==> config.mk <==
export PLATFORM = sky130hd
export DESIGN_NAME = arm_instr_encoder
export DESIGN_NICKNAME = d
export VERILOG_FILES = /design/src/rtl/arm_instr_encoder.sv
export SDC_FILE = /design/constraint.sdc
export NUM_CORES = 1
export LEC_CHECK = 0
export BUFFER_PORTS_ARGS = -buffer_cell sky130_fd_sc_hd__buf_4
export CAP_MARGIN = 30
export CORE_MARGIN = 8
export CORE_UTILIZATION = 45
export DETAILED_ROUTE_END_ITERATION = 10
export PLACE_DENSITY = 0.95
export SYNTH_ARGS = -nofsm -noshare
export SYNTH_HDL_FRONTEND = slang
export SYNTH_SLANG_ARGS = --single-unit
==> constraint.sdc <==
create_clock -name clk -period 2.8 [get_ports clk]
set_input_delay 0.28 -clock clk [delete_from_list [all_inputs] [get_ports clk]]
set_output_delay 0.28 -clock clk [all_outputs]
set_load 0.02 [all_outputs]
==> src/rtl/arm_instr_encoder.sv <==
// Program loader: packs decoded DP/LDR/STR/B fields into ARM words and streams them into imem.
// Optional ENC_READBACK_EN adds a read-back/compare pass after every write.
module arm_instr_encoder #(
  parameter logic [31:0] BASE_ADDR = 32'h0,
  parameter int          DEPTH     = 64,
  localparam int         COUNT_W   = $clog2(DEPTH + 1)
) (
  input  logic               clk,
  input  logic               reset_n,
  input  logic               clear,
  input  logic               in_valid,
  output logic               in_ready,
  input  logic [2:0]         in_class,
  input  logic [3:0]         in_cond,
  input  logic [1:0]         in_cmd,
  input  logic               in_s,
  input  logic [3:0]         in_rn,
  input  logic [3:0]         in_rd,
  input  logic [23:0]        in_imm,
  output logic               mem_we,
  output logic [31:0]        mem_addr,
  output logic [31:0]        mem_wdata,
  input  logic [31:0]        mem_rdata,
  output logic [COUNT_W-1:0] word_count,
  output logic               full,
  output logic               err_illegal,
  output logic               err_mismatch
);

  localparam logic [COUNT_W-1:0] DEPTH_C = COUNT_W'(DEPTH);

`ifdef ENC_READBACK_EN
  typedef enum logic [2:0] {S_IDLE, S_WRITE, S_RDBK, S_CMP, S_FULL} state_t;
`else
  typedef enum logic [2:0] {S_IDLE, S_WRITE, S_FULL} state_t;
`endif

  state_t             r_state;
  state_t             w_state_next;
  logic [31:0]        r_word;
  logic [COUNT_W-1:0] r_count;
  logic               r_err_illegal;
  logic               r_err_mismatch;

  logic [31:0]        w_encoded;
  logic               w_legal;
  logic [3:0]         w_cmd4;
  logic [COUNT_W-1:0] w_count_inc;
  logic [COUNT_W-1:0] w_addr_idx;

  assign w_count_inc = r_count + 1'b1;

  always_comb begin
    case (in_cmd)
      2'b00:   w_cmd4 = 4'b0100;
      2'b01:   w_cmd4 = 4'b0010;
      2'b10:   w_cmd4 = 4'b0000;
      default: w_cmd4 = 4'b1100;
    endcase
  end

  always_comb begin
    w_legal   = 1'b1;
    w_encoded = 32'h0;
    case (in_class)
      3'b000:  w_encoded = {in_cond, 2'b00, 1'b1, w_cmd4, in_s, in_rn, in_rd, in_imm[11:0]};
      3'b001:  w_encoded = {in_cond, 2'b00, 1'b0, w_cmd4, in_s, in_rn, in_rd, 8'h00, in_imm[3:0]};
      3'b010:  w_encoded = {in_cond, 2'b01, 6'b011001, in_rn, in_rd, in_imm[11:0]};
      3'b011:  w_encoded = {in_cond, 2'b01, 6'b011000, in_rn, in_rd, in_imm[11:0]};
      3'b100:  w_encoded = {in_cond, 2'b10, 2'b10, in_imm};
      default: w_legal   = 1'b0;
    endcase
  end

  always_ff @(posedge clk or negedge reset_n) begin
    if (!reset_n) begin
      r_state <= S_IDLE;
    end else begin
      r_state <= w_state_next;
    end
  end

  always_comb begin
    w_state_next = r_state;
    if (clear) begin
      w_state_next = S_IDLE;
    end else begin
      case (r_state)
        S_IDLE:  if (in_valid && w_legal) w_state_next = S_WRITE;
`ifdef ENC_READBACK_EN
        S_WRITE: w_state_next = S_RDBK;
        S_RDBK:  w_state_next = S_CMP;
        S_CMP:   w_state_next = (r_count == DEPTH_C) ? S_FULL : S_IDLE;
`else
        S_WRITE: w_state_next = (w_count_inc == DEPTH_C) ? S_FULL : S_IDLE;
`endif
        S_FULL:  w_state_next = S_FULL;
        default: w_state_next = S_IDLE;
      endcase
    end
  end

  // Count has already advanced by the read-back cycles, so step back one word there.
  always_comb begin
    in_ready   = (r_state == S_IDLE);
    mem_we     = (r_state == S_WRITE) && !clear;
    w_addr_idx = r_count;
`ifdef ENC_READBACK_EN
    if (r_state == S_RDBK || r_state == S_CMP) w_addr_idx = r_count - 1'b1;
`endif
  end

  always_ff @(posedge clk or negedge reset_n) begin
    if (!reset_n) begin
      r_word         <= 32'h0;
      r_count        <= '0;
      r_err_illegal  <= 1'b0;
      r_err_mismatch <= 1'b0;
    end else if (clear) begin
      r_word         <= 32'h0;
      r_count        <= '0;
      r_err_illegal  <= 1'b0;
      r_err_mismatch <= 1'b0;
    end else begin
      if (r_state == S_IDLE && in_valid) begin
        if (w_legal) r_word <= w_encoded;
        else         r_err_illegal <= 1'b1;
      end
      if (r_state == S_WRITE) r_count <= w_count_inc;
`ifdef ENC_READBACK_EN
      if (r_state == S_CMP && mem_rdata != r_word) r_err_mismatch <= 1'b1;
`endif
    end
  end

`ifndef ENC_READBACK_EN
  logic w_unused_rdata;
  assign w_unused_rdata = ^mem_rdata;
`endif

  assign mem_addr     = BASE_ADDR + (32'(w_addr_idx) << 2);
  assign mem_wdata    = r_word;
  assign word_count   = r_count;
  assign full         = (r_count == DEPTH_C);
  assign err_illegal  = r_err_illegal;
  assign err_mismatch = r_err_mismatch;

endmodule

==> impl_metrics.tcl <==
set metrics [dict create \
    max_freq_mhz 533 \
    cp.required_ps 2970 \
    routedWlPerCell_um 16.1 \
    highest_layer "met4" \
    met1_length_um 2290 \
    cp-end-kind "flip-flop" \
    hold_path_depth 2 \
    dieArea_um2 7520 \
    dp.cells 380 \
    first_pass_iters 4 \
    rr_startpoint "r_state[1]$_DFFE_PN0P_" \
    worstSkewPairLatency_ps 290 \
    worstHoldStart "in_imm[10]" \
    cp_top_family "simple AND/OR/NAND/NOR gates" \
    worstSetupStartpointType "flip-flop" \
    muxShareOfSynthArea_pct 0.945 \
    multiInputGateArea_um2 961 \
    period_share_pct 67.0 \
    synthAdderAreaFrac_pct 2.78 \
    yosys_warnings 0 \
    pin_count 154 \
    post_cts_buffers 0 \
    hold_viol 0 \
    num_vias 1941 \
    worst_pin_slew_ps 836 \
    fin_setup_tns_ps 0 \
    ys_ff_latch 42 \
    ys_types 37 \
    synth-seq-area-share_pct 46.7 \
    drive_gt1_share_pct 34.0 \
    drv_slew 0 \
    grt_overflow 0 \
    seq_area_um2 1050 \
    yosys.area_share.simple_pct 17.8 \
    cts_root_buf "clkbuf_8" \
    synth_compound_area_share_pct 14.1 \
    yosys-top-cells-area "dfrtp_1 (47%), buf_4 (12%), nand2_1 (5.3%), a21oi_1 (4.2%), a221oi_1 (3.5%)" \
    hold_path_class "in -> reg" \
    min_period_ps 1880 \
    ctsResizeCount 0 \
    antenna_found_initial 0 \
    drc 0 \
    max_stage_delay_ps 440 \
    relSlewSlack_pct 44.3 \
    initial_utilization_pct 47.0 \
    rr_worst_depth 5 \
    die_y_um 86.7 \
    cts_tree "done" \
    clock_sinks 42 \
    synth.top_cell.area_share_pct 46.7 \
    synth_commonest_cells "dfrtp_1 (42), buf_4 (35), nand2_1 (32)" \
    reg2reg_to "mem_wdata[19]$_DFFE_PN0P_" \
    antennaDiodeCount 0 \
    outcome "completed" \
    path_clk_slew_ps 80 \
    die_w_um 86.7 \
    instances_no_fill 388 \
    grtUsageTotal_pct 17.0 \
    path_buf_inv 1 \
    synth_xor_area_share_pct 2.72 \
    nets 404 \
    cp_cell_sequence "nor3b_4, nand2_1, buf_4, a221oi_1, nor3_1" \
    grt_first_pass_wirelength_um 10200 \
    maxCapViolations 0 \
    cts_max_level 2 \
    async_flop_share_pct 100 \
    rsz0062_at_grt "false" \
    viasPerCell 5.00 \
    coreArea_um2 4790 \
    power_density_nw_per_um2 478 \
    setup_viol 0 \
    power.leakage_nw 1.51 \
    min_to "mem_wdata[10]$_DFFE_PN0P_" \
    path_class "reg -> reg" \
    synth_top_family_by_area "simple AND/OR/NAND/NOR gates" \
    yosysTopAreaCell "dfrtp_1" \
    rows 25 \
    synth-edff-count 0 \
    netlist_area_um2 2250 \
    synth.avg_cell_area_um2 9.46 \
    wirelength_um 6250 \
    nFillCells 433 \
    grt_pass1_vias 2065 \
    met2_wirelength_um 3120 \
    area_delta_synth_final_pct 31.6 \
    wl_met3_um 765 \
    io_buffers 95 \
    grt_max_degree 43 \
    clockBufferDepth 2 \
    slowest_stage "dfrtp_1" \
    drtAntennaViolNets 0 \
    path_depth 5 \
    netlist_instances 238 \
    cp_max_fo 15 \
    dp_hpwl_um 4820 \
    synth_flop_cell "dfrtp_1" \
    yosysMostFrequentCell "dfrtp_1" \
    reg2reg_slack_ps 920 \
    cts_made_buffers 5 \
    critPathArrivalTime_ps 2040 \
    dr.first_iter.drc_count 51 \
    max-vdd-ir-drop_v 0.000290 \
    fin_worst_skew_ps 6.98 \
    gp_congestion 0.730 \
]
[how the worst max path moves through the flow]
stage	endpoint	startpoint	slack, ps
finish	mem_wdata[19]$_DFFE_PN0P_	r_state[1]$_DFFE_PN0P_	920
global route	mem_wdata[19]$_DFFE_PN0P_	r_state[0]$_DFFE_PN0P_	670
CTS	mem_wdata[19]$_DFFE_PN0P_	r_state[0]$_DFFE_PN0P_	900
detailed placement	mem_wdata[19]$_DFFE_PN0P_	r_state[1]$_DFFE_PN0P_	910
global placement	mem_wdata[17]$_DFFE_PN0P_	r_state[1]$_DFFE_PN0P_	960
floorplan	full	word_count[2]$_DFFE_PN0P_	1020
[routing by layer]
layer	up-vias	global-route usage, %
li1	915	-
met1	930	17.9
met2	87	29.0
met3	9	8.41
met4	0	5.32
met5	-	0
[area by class of cell]
cell class	instances	share of cell area, %
clock buffer	6	2.79
timing repair buffer	97	24.7
tap	67	2.83
multi-input combinational	169	32.4
inverter	6	0.760
sequential	42	35.5
clock inverter	1	1.01
[logic make-up (layout without fill, tap and decap cells)]
family          after synthesis  count (layout)
simple gates                 83              83
buf+inv                      52             110
compound gates               46              46
flops                        42              42
xor+xnor                      7               7
fa+ha+maj                     5               5
mux                           2               2
other cells                   1              26
[flip-flops by register name, summed over array words and instances (netlist names)]
name and flops:
err_illegal 1, r_state 2, word_count 7, mem_wdata 32
[cells in the final DEF (no fill, tap or decap), types with 6 or more instances in the layout]
cell | netlist | final
a22o_1 | 9 | 9
nand2_1 | 32 | 32
nor3_1 | 11 | 11
clkbuf_8 | 0 | 6
buf_4 | 35 | 96
a21oi_1 | 19 | 19
nor2_1 | 18 | 18
dfrtp_1 | 42 | 42
inv_1 | 6 | 6
a221oi_1 | 9 | 9
conb_1 | 1 | 26
[timing repair]
action                     in CTS  in global routing
setup endpoints to repair       0                  0
hold endpoints to repair       42                  0
hold buffers                    1                  0
[power breakdown]
group / internal, mW / switching, mW / leakage [nW]
sequential: 0.633 / 0.0188 / 0.572
clock: 0.285 / 0.202 / 0.0573
combinational: 0.110 / 0.167 / 0.885
total: 1.03 / 0.388 / 1.51
[stage by stage]
stage / power [mW] / util (%) / hold WS [ps] / area [um^2] / setup WS, ps
floorplan: 0.841 / - / -15.6 / 2340 / 1020
global placement: 0.935 / 59.3 / 299 / 2840 / 960
detailed placement: 0.944 / 59.3 / 306 / 2840 / 910
CTS: 1.44 / 61.9 / 196 / 2960 / 897
global route: 1.50 / 61.9 / 192 / 2960 / 672
finish: 1.42 / 61.9 / 204 / 2960 / 923
No activity file was read; power rests on OpenSTA's default activity.
